--- src/rtl/pokemon_pkg.sv ---
// Shared definitions for the overworld player movement slice.
//   dir_t       : facing encoding (0 down, 1 up, 2 left, 3 right)
//   mv_state_t  : movement controller states
//   KEY_W/A/S/D : USB HID keycodes that map to directions
//   *_DEF       : default map geometry used as module parameter defaults
package pokemon_pkg;

  localparam int MAP_W_DEF = 320;
  localparam int MAP_H_DEF = 240;
  localparam int TILE_DEF  = 16;

  localparam logic [7:0] KEY_W = 8'h1A;
  localparam logic [7:0] KEY_S = 8'h16;
  localparam logic [7:0] KEY_A = 8'h04;
  localparam logic [7:0] KEY_D = 8'h07;

  typedef enum logic [1:0] {
    DOWN  = 2'd0,
    UP    = 2'd1,
    LEFT  = 2'd2,
    RIGHT = 2'd3
  } dir_t;

  typedef enum logic [2:0] {
    IDLE  = 3'd0,
    REQ   = 3'd1,
    WAIT  = 3'd2,
    CHECK = 3'd3,
    MOVE  = 3'd4
  } mv_state_t;

endpackage

--- src/rtl/player_move_ctrl_coll_addr_calc.sv ---
// coll_addr_calc: registered tile-centre address for the collision map.
//   addr = (ty + TILE/2) * MAP_W + (tx + TILE/2), loaded when load is high.
// Ports:
//   Clk, Reset : clock, synchronous active-high reset (addr clears to 0)
//   load       : capture a new address this cycle
//   tx, ty     : target tile top-left in map pixels
//   addr       : collision memory read address (holds between loads)
module coll_addr_calc #(
  parameter int MAP_W  = 320,
  parameter int TILE   = 16,
  parameter int ADDR_W = 17
) (
  input  logic              Clk,
  input  logic              Reset,
  input  logic              load,
  input  logic [8:0]        tx,
  input  logic [7:0]        ty,
  output logic [ADDR_W-1:0] addr
);

  logic [ADDR_W-1:0] cx;
  logic [ADDR_W-1:0] cy;
  logic [ADDR_W-1:0] row_base;

  // Probe the tile centre so a pixel-exact collision map is sampled mid-tile.
  assign cx = ADDR_W'(tx) + ADDR_W'(TILE / 2);
  assign cy = ADDR_W'(ty) + ADDR_W'(TILE / 2);

  // Constant multiply by the map width; 320 = 256 + 64 reduces to two shifts.
  generate
    if (MAP_W == 320) begin : g_mul320
      assign row_base = (cy << 8) + (cy << 6);
    end else begin : g_mul_gen
      assign row_base = cy * ADDR_W'(MAP_W);
    end
  endgenerate

  always_ff @(posedge Clk) begin
    if (Reset) begin
      addr <= '0;
    end else if (load) begin
      addr <= row_base + cx;
    end
  end

endmodule

--- src/rtl/player_move_ctrl.sv ---
// player_move_ctrl: overworld player movement controller.
// A direction key on a frame tick turns the player, looks up the target tile
// in the collision map (1-cycle read latency) and, if walkable, slides the
// player one tile over successive frame ticks.
// Ports:
//   Clk, Reset        : clock, synchronous active-high reset
//   frame_tick        : one-cycle pulse per video frame
//   keycode           : USB HID keycode (W/A/S/D map to directions)
//   run_key           : run modifier (used only when PLAYER_RUN_EN is defined)
//   coll_read_address : collision memory read address (registered)
//   coll_data         : collision memory data, 0 = walkable
//   pos_x, pos_y      : player tile top-left in map pixels
//   facing            : 0 down, 1 up, 2 left, 3 right
//   walk_frame        : animation frame index
//   moving            : high while a step is being animated
//   state_dbg         : current controller state (mv_state_t encoding)
// Build option: define PLAYER_RUN_EN to advance 2 px per tick while run_key
// is held, with the walk animation running twice as fast.
module player_move_ctrl
  import pokemon_pkg::*;
#(
  parameter int MAP_W   = MAP_W_DEF,
  parameter int MAP_H   = MAP_H_DEF,
  parameter int TILE    = TILE_DEF,
  parameter int START_X = 160,
  parameter int START_Y = 112,
  parameter int ADDR_W  = 17
) (
  input  logic              Clk,
  input  logic              Reset,
  input  logic              frame_tick,
  input  logic [7:0]        keycode,
  input  logic              run_key,
  output logic [ADDR_W-1:0] coll_read_address,
  input  logic [3:0]        coll_data,
  output logic [8:0]        pos_x,
  output logic [7:0]        pos_y,
  output logic [1:0]        facing,
  output logic [1:0]        walk_frame,
  output logic              moving,
  output logic [2:0]        state_dbg
);

  mv_state_t  state_q, state_d;
  logic [8:0] tgt_x_q, tgt_x_d;
  logic [7:0] tgt_y_q, tgt_y_d;
  logic [8:0] pos_x_d;
  logic [7:0] pos_y_d;
  logic [1:0] facing_d;
  logic [1:0] walk_d;
  logic [1:0] sub_q, sub_d;
  logic       moving_d;

  logic       key_vld;
  dir_t       key_dir;
  logic [9:0] cand_x;
  logic [8:0] cand_y;
  logic       in_bounds;
  logic [1:0] step_px;
  logic [8:0] nxt_x;
  logic [7:0] nxt_y;
  logic       arrive;
  logic [2:0] sub_sum;

  assign state_dbg = state_q;

`ifdef PLAYER_RUN_EN
  assign step_px = run_key ? 2'd2 : 2'd1;
`else
  logic unused_run_key;
  assign unused_run_key = run_key;
  assign step_px = 2'd1;
`endif

  // Key decode
  always_comb begin
    key_vld = 1'b1;
    key_dir = DOWN;
    case (keycode)
      KEY_W:   key_dir = UP;
      KEY_S:   key_dir = DOWN;
      KEY_A:   key_dir = LEFT;
      KEY_D:   key_dir = RIGHT;
      default: key_vld = 1'b0;
    endcase
  end

  // Candidate target one tile away; one extra bit catches under/overflow.
  always_comb begin
    cand_x    = {1'b0, pos_x};
    cand_y    = {1'b0, pos_y};
    in_bounds = 1'b0;
    case (key_dir)
      LEFT: begin
        cand_x    = {1'b0, pos_x} - 10'(TILE);
        in_bounds = ({1'b0, pos_x} >= 10'(TILE));
      end
      RIGHT: begin
        cand_x    = {1'b0, pos_x} + 10'(TILE);
        in_bounds = (cand_x <= 10'(MAP_W - TILE));
      end
      UP: begin
        cand_y    = {1'b0, pos_y} - 9'(TILE);
        in_bounds = ({1'b0, pos_y} >= 9'(TILE));
      end
      default: begin
        cand_y    = {1'b0, pos_y} + 9'(TILE);
        in_bounds = (cand_y <= 9'(MAP_H - TILE));
      end
    endcase
  end

  // Position after one tick of motion; only one axis ever differs.
  always_comb begin
    nxt_x = pos_x;
    nxt_y = pos_y;
    if (pos_x < tgt_x_q)      nxt_x = pos_x + 9'(step_px);
    else if (pos_x > tgt_x_q) nxt_x = pos_x - 9'(step_px);
    if (pos_y < tgt_y_q)      nxt_y = pos_y + 8'(step_px);
    else if (pos_y > tgt_y_q) nxt_y = pos_y - 8'(step_px);
  end

  assign arrive = (nxt_x == tgt_x_q) && (nxt_y == tgt_y_q);

  // State register
  always_ff @(posedge Clk) begin
    if (Reset) state_q <= IDLE;
    else       state_q <= state_d;
  end

  // Next-state logic; ticks outside IDLE/MOVE are simply not looked at.
  always_comb begin
    state_d = state_q;
    case (state_q)
      IDLE:    if (frame_tick && key_vld && in_bounds) state_d = REQ;
      REQ:     state_d = WAIT;
      WAIT:    state_d = CHECK;
      CHECK:   state_d = (coll_data == 4'h0) ? MOVE : IDLE;
      MOVE:    if (frame_tick && arrive) state_d = IDLE;
      default: state_d = IDLE;
    endcase
  end

  // Output / datapath next values
  always_comb begin
    facing_d = facing;
    tgt_x_d  = tgt_x_q;
    tgt_y_d  = tgt_y_q;
    pos_x_d  = pos_x;
    pos_y_d  = pos_y;
    sub_d    = sub_q;
    walk_d   = walk_frame;
    sub_sum  = {1'b0, sub_q} + {1'b0, step_px};
    case (state_q)
      IDLE: begin
        if (frame_tick && key_vld) begin
          facing_d = key_dir;
          if (in_bounds) begin
            tgt_x_d = cand_x[8:0];
            tgt_y_d = cand_y[7:0];
          end
        end
      end
      CHECK: begin
        sub_d  = 2'd0;
        walk_d = 2'd0;
      end
      MOVE: begin
        if (frame_tick) begin
          pos_x_d = nxt_x;
          pos_y_d = nxt_y;
          // Sub-counter carry paces the animation: every 4 walk ticks or
          // every 2 run ticks.
          sub_d   = sub_sum[1:0];
          if (sub_sum[2]) walk_d = walk_frame + 2'd1;
          if (arrive)     walk_d = 2'd0;
        end
      end
      default: ;
    endcase
    moving_d = (state_d == MOVE);
  end

  always_ff @(posedge Clk) begin
    if (Reset) begin
      pos_x      <= 9'(START_X);
      pos_y      <= 8'(START_Y);
      tgt_x_q    <= 9'(START_X);
      tgt_y_q    <= 8'(START_Y);
      facing     <= DOWN;
      walk_frame <= 2'd0;
      sub_q      <= 2'd0;
      moving     <= 1'b0;
    end else begin
      pos_x      <= pos_x_d;
      pos_y      <= pos_y_d;
      tgt_x_q    <= tgt_x_d;
      tgt_y_q    <= tgt_y_d;
      facing     <= facing_d;
      walk_frame <= walk_d;
      sub_q      <= sub_d;
      moving     <= moving_d;
    end
  end

  // The registered address becomes valid on the REQ -> WAIT edge.
  coll_addr_calc #(
    .MAP_W (MAP_W),
    .TILE  (TILE),
    .ADDR_W(ADDR_W)
  ) u_coll_addr_calc (
    .Clk  (Clk),
    .Reset(Reset),
    .load (state_q == REQ),
    .tx   (tgt_x_q),
    .ty   (tgt_y_q),
    .addr (coll_read_address)
  );

endmodule
--- config.mk ---
export PLATFORM = sky130hd
export DESIGN_NAME = player_move_ctrl
export DESIGN_NICKNAME = d
export VERILOG_FILES = /design/src/rtl/pokemon_pkg.sv /design/src/rtl/player_move_ctrl_coll_addr_calc.sv /design/src/rtl/player_move_ctrl.sv
export SDC_FILE = /design/constraint.sdc
export NUM_CORES = 1
export LEC_CHECK = 0
export CORE_ASPECT_RATIO = 1.2
export CORE_UTILIZATION = 43
export CTS_CLUSTER_SIZE = 24
export DETAILED_ROUTE_END_ITERATION = 8
export HOLD_SLACK_MARGIN = 0.06
export PLACE_DENSITY = 0.6
export SYNTH_ARGS = -nofsm -noshare
export SYNTH_HDL_FRONTEND = slang
export SYNTH_SLANG_ARGS = --single-unit
--- constraint.sdc ---
create_clock -name Clk -period 3.71 [get_ports Clk]
set_input_delay 1.113 -clock Clk [delete_from_list [all_inputs] [get_ports Clk]]
set_output_delay 1.113 -clock Clk [all_outputs]
set_load 0.03 [all_outputs]
==> impl_metrics.json <==
{
  "outcome": "finished clean",
  "dr.pass1.iters": 5,
  "leakagePower_nw": 2.48,
  "synth_warnings": 0,
  "core_um2": 11500,
  "layout_common_cells": "60 x dfxtp_1, 55 x clkdlybuf4s50_1, 53 x nor2_1",
  "slew_violations": 0,
  "yosys.area.top_type": "dfxtp_1",
  "ys.flop_type": "dfxtp_1",
  "synth_top_area_share_pct": 24.1,
  "netlist_instances": 635,
  "tritoncts": "done",
  "post_cts_buffers": 0,
  "ys_types": 72,
  "hpwlAfterDp_um": 10200,
  "maxCapViolations": 0,
  "diodes": 0,
  "synth-edff-count": 0,
  "holdPathStages": 2,
  "hold_viol_final": 0,
  "final_common_cell": "dfxtp_1",
  "ant_nets": 0,
  "ys_ff_latch": 61,
  "vias": 4742,
  "clkTransAtPathRegs_ns": 0.06,
  "cp.arrival_ns": 3.73,
  "clock.fmax_ghz": 0.282,
  "grt_pass1_vias": 4557,
  "switching_share_pct": 23.8,
  "io_pins": 58,
  "grt_overflow": 0,
  "drt_iter0_drc": 212,
  "rr_endpoint": "moving$_SDFF_PP0_",
  "power.internal_mw": 1.22,
  "syn_area_per_cell_um2": 7.99,
  "skew_ns": 0.00794,
  "antenna_found_initial": 0,
  "rsz0062_at_grt": "false",
  "finalSetupTns_ns": 0,
  "stdcell_area_um2": 6200,
  "drive_gt1_share_pct": 10.8,
  "ys_seq_area_share_pct": 24.1,
  "die_width_um": 101,
  "timing.rr.start": "tgt_y_q[2]$_SDFFE_PP0P_",
  "htreeDepth": 3,
  "dpl_cell_area_um2": 5900,
  "min_to": "u_coll_addr_calc.addr[0]$_SDFFE_PP0P_",
  "dp.cells": 846,
  "setup_violations": 0,
  "syn-num-nets": 703,
  "min_period_ns": 3.55,
  "start_util_pct": 44.1,
  "min_from": "u_coll_addr_calc.addr[0]$_SDFFE_PP0P_",
  "path_class": "reg2reg",
  "p_per_area_nw_per_um2": 259,
  "fp.dieArea_um2": 12200,
  "globalplace.congestion": 0.920,
  "power_frac_comb_pct": 6.6,
  "nets": 768,
  "start_kind": "register",
  "die_h_um": 121,
  "crit_path_end_kind": "register",
  "portBuffers": 56,
  "clk_path_buf_depth": 2,
  "worst_slew_pin_slew_ns": 1.05,
  "grt_max_degree": 47,
  "drc": 0,
  "power.switching_uw": 382,
  "cts.sinks": 61,
  "avgViaCountPerCell": 5.50,
  "track_usage_pct": 23.4,
  "max_slew_margin_pct": 29.7,
  "power_frac_seq_pct": 41.0,
  "r2r_slack_ns": 0.16,
  "crit_fanout": 5,
  "numCtsBuffers": 9,
  "synthArstFlopShare_pct": 0,
  "power_mw": 1.61,
  "post_drt_wl_per_cell_um": 15.7,
  "wl_um": 13600,
  "std_cell_rows": 43,
  "pwr-share-clk_pct": 52.4,
  "whs_ns": 0.457,
  "finalCritPeriodShare_pct": 95.7,
  "cp.required_ns": 3.89,
  "hold_path_class": "reg2reg",
  "ir_worst_vdd_v": 0.000151,
  "r2r_cells": 11,
  "cts_root_buffer": "clkbuf_16",
  "syn_to_final_growth_pct": 22.2,
  "stdcell_count": 862,
  "grt_pass1_wl_um": 22100,
  "synth_area_um2": 5070,
  "synthTopCellsByArea": "dfxtp_1 24%, ha_1 12%, xnor2_1 7.6%, a21oi_1 5.0%, nor2_1 3.9%",
  "clkLatencyLatePin_ns": 0.34
}
power by group through the flow:
stage | sequential, mW | combinational [mW] | clock [mW]
final | 0.659 | 0.105 | 0.842
after CTS | 0.659 | 0.105 | 0.860
after global placement | 0.673 | 0.103 | 0
after global routing | 0.659 | 0.116 | 0.892
after detailed placement | 0.673 | 0.104 | 0
after floorplan | 0.675 | 0.0624 | 0
cells in the mapped netlist, drive strengths merged, types with 12 or more instances:
library cell  count
xor2             12
dfxtp            61
buf              14
clkbuf           28
inv              37
ha               49
nor3             17
and3             17
nor2             53
nand2            51
xnor2            44
nand3            23
mux2i            17
o21ai            29
a21oi            51
sequential cells by signal (all words and copies together), names as in the netlist:
register	flops
facing	2
moving	1
pos_x	9
pos_y	8
state_dbg	3
sub_q	2
tgt_x_q	9
tgt_y_q	8
u_coll_addr_calc.addr	17
walk_frame	2
stage by stage:
step	util [%]	setup WS (ns)
2_1_floorplan	-	0.346
3_3_place_gp	51.2	0.222
3_5_place_dp	51.2	0.192
4_1_cts	53.7	0.164
5_1_grt	53.8	0.0140
6_report	53.8	0.159
worst max-delay path, cell delays in order, from the launching register on:
cell      delay [ns]
dfxtp_1         0.39
inv_1           0.11
ha_1            0.31
nand4_1         0.19
or2_4           0.32
and3_4          0.19
a21boi_4        0.13
or3_1           0.34
a2111o_1        0.45
a2111o_1        0.42
o41ai_2         0.40
a211oi_1        0.12
worst max path at each step:
stage | startpoint | endpoint | cells after the start
floorplan | pos_y[0]$_SDFFE_PP0P_ | moving$_SDFF_PP0_ | 12
global placement | tgt_y_q[2]$_SDFFE_PP0P_ | moving$_SDFF_PP0_ | 11
detailed placement | tgt_y_q[2]$_SDFFE_PP0P_ | state_dbg[2]$_SDFF_PP0_ | 11
CTS | tgt_y_q[2]$_SDFFE_PP0P_ | moving$_SDFF_PP0_ | 12
global route | tgt_y_q[2]$_SDFFE_PP0P_ | moving$_SDFF_PP0_ | 12
finish | tgt_y_q[2]$_SDFFE_PP0P_ | moving$_SDFF_PP0_ | 11
logic make-up (layout without fill, tap and decap cells):
kind of cell,count (synthesis),count (layout),share of synthesized area [%]
xor gates and xnor gates,56,56,9.67
AOI/OAI and AO/OA,146,146,19.1
and+or+nand+nor,222,222,22.6
DFF,61,61,24.1
adders and majority gates,52,52,13.3
buffers and inverters,81,151,7.89
muxes,17,17,3.35
area by class of cell:
cell class,instances,area (µm²)
clock buffers,10,229
clock inverters,6,63.8
fillers,1133,5320
inverters,37,139
multi-input cells,493,3460
flip-flops and latches,61,1220
well taps,157,196
repair buffers,98,883
per-layer routing:
layer | track usage [%] | wire (µm) | up-vias
met5 | 0 | 0 | -
met4 | 8.70 | 293 | 0
met3 | 3.51 | 389 | 21
met2 | 41.3 | 6960 | 79
met1 | 28.2 | 5910 | 2263
li1 | - | - | 2379
repair_timing:
item | 4_1_cts | 5_1_grt
setup endpoints to repair | 0 | 5
resized for setup | 0 | 2
hold buffers | 0 | 0
Note: power is estimated with default switching activity, not from simulation.
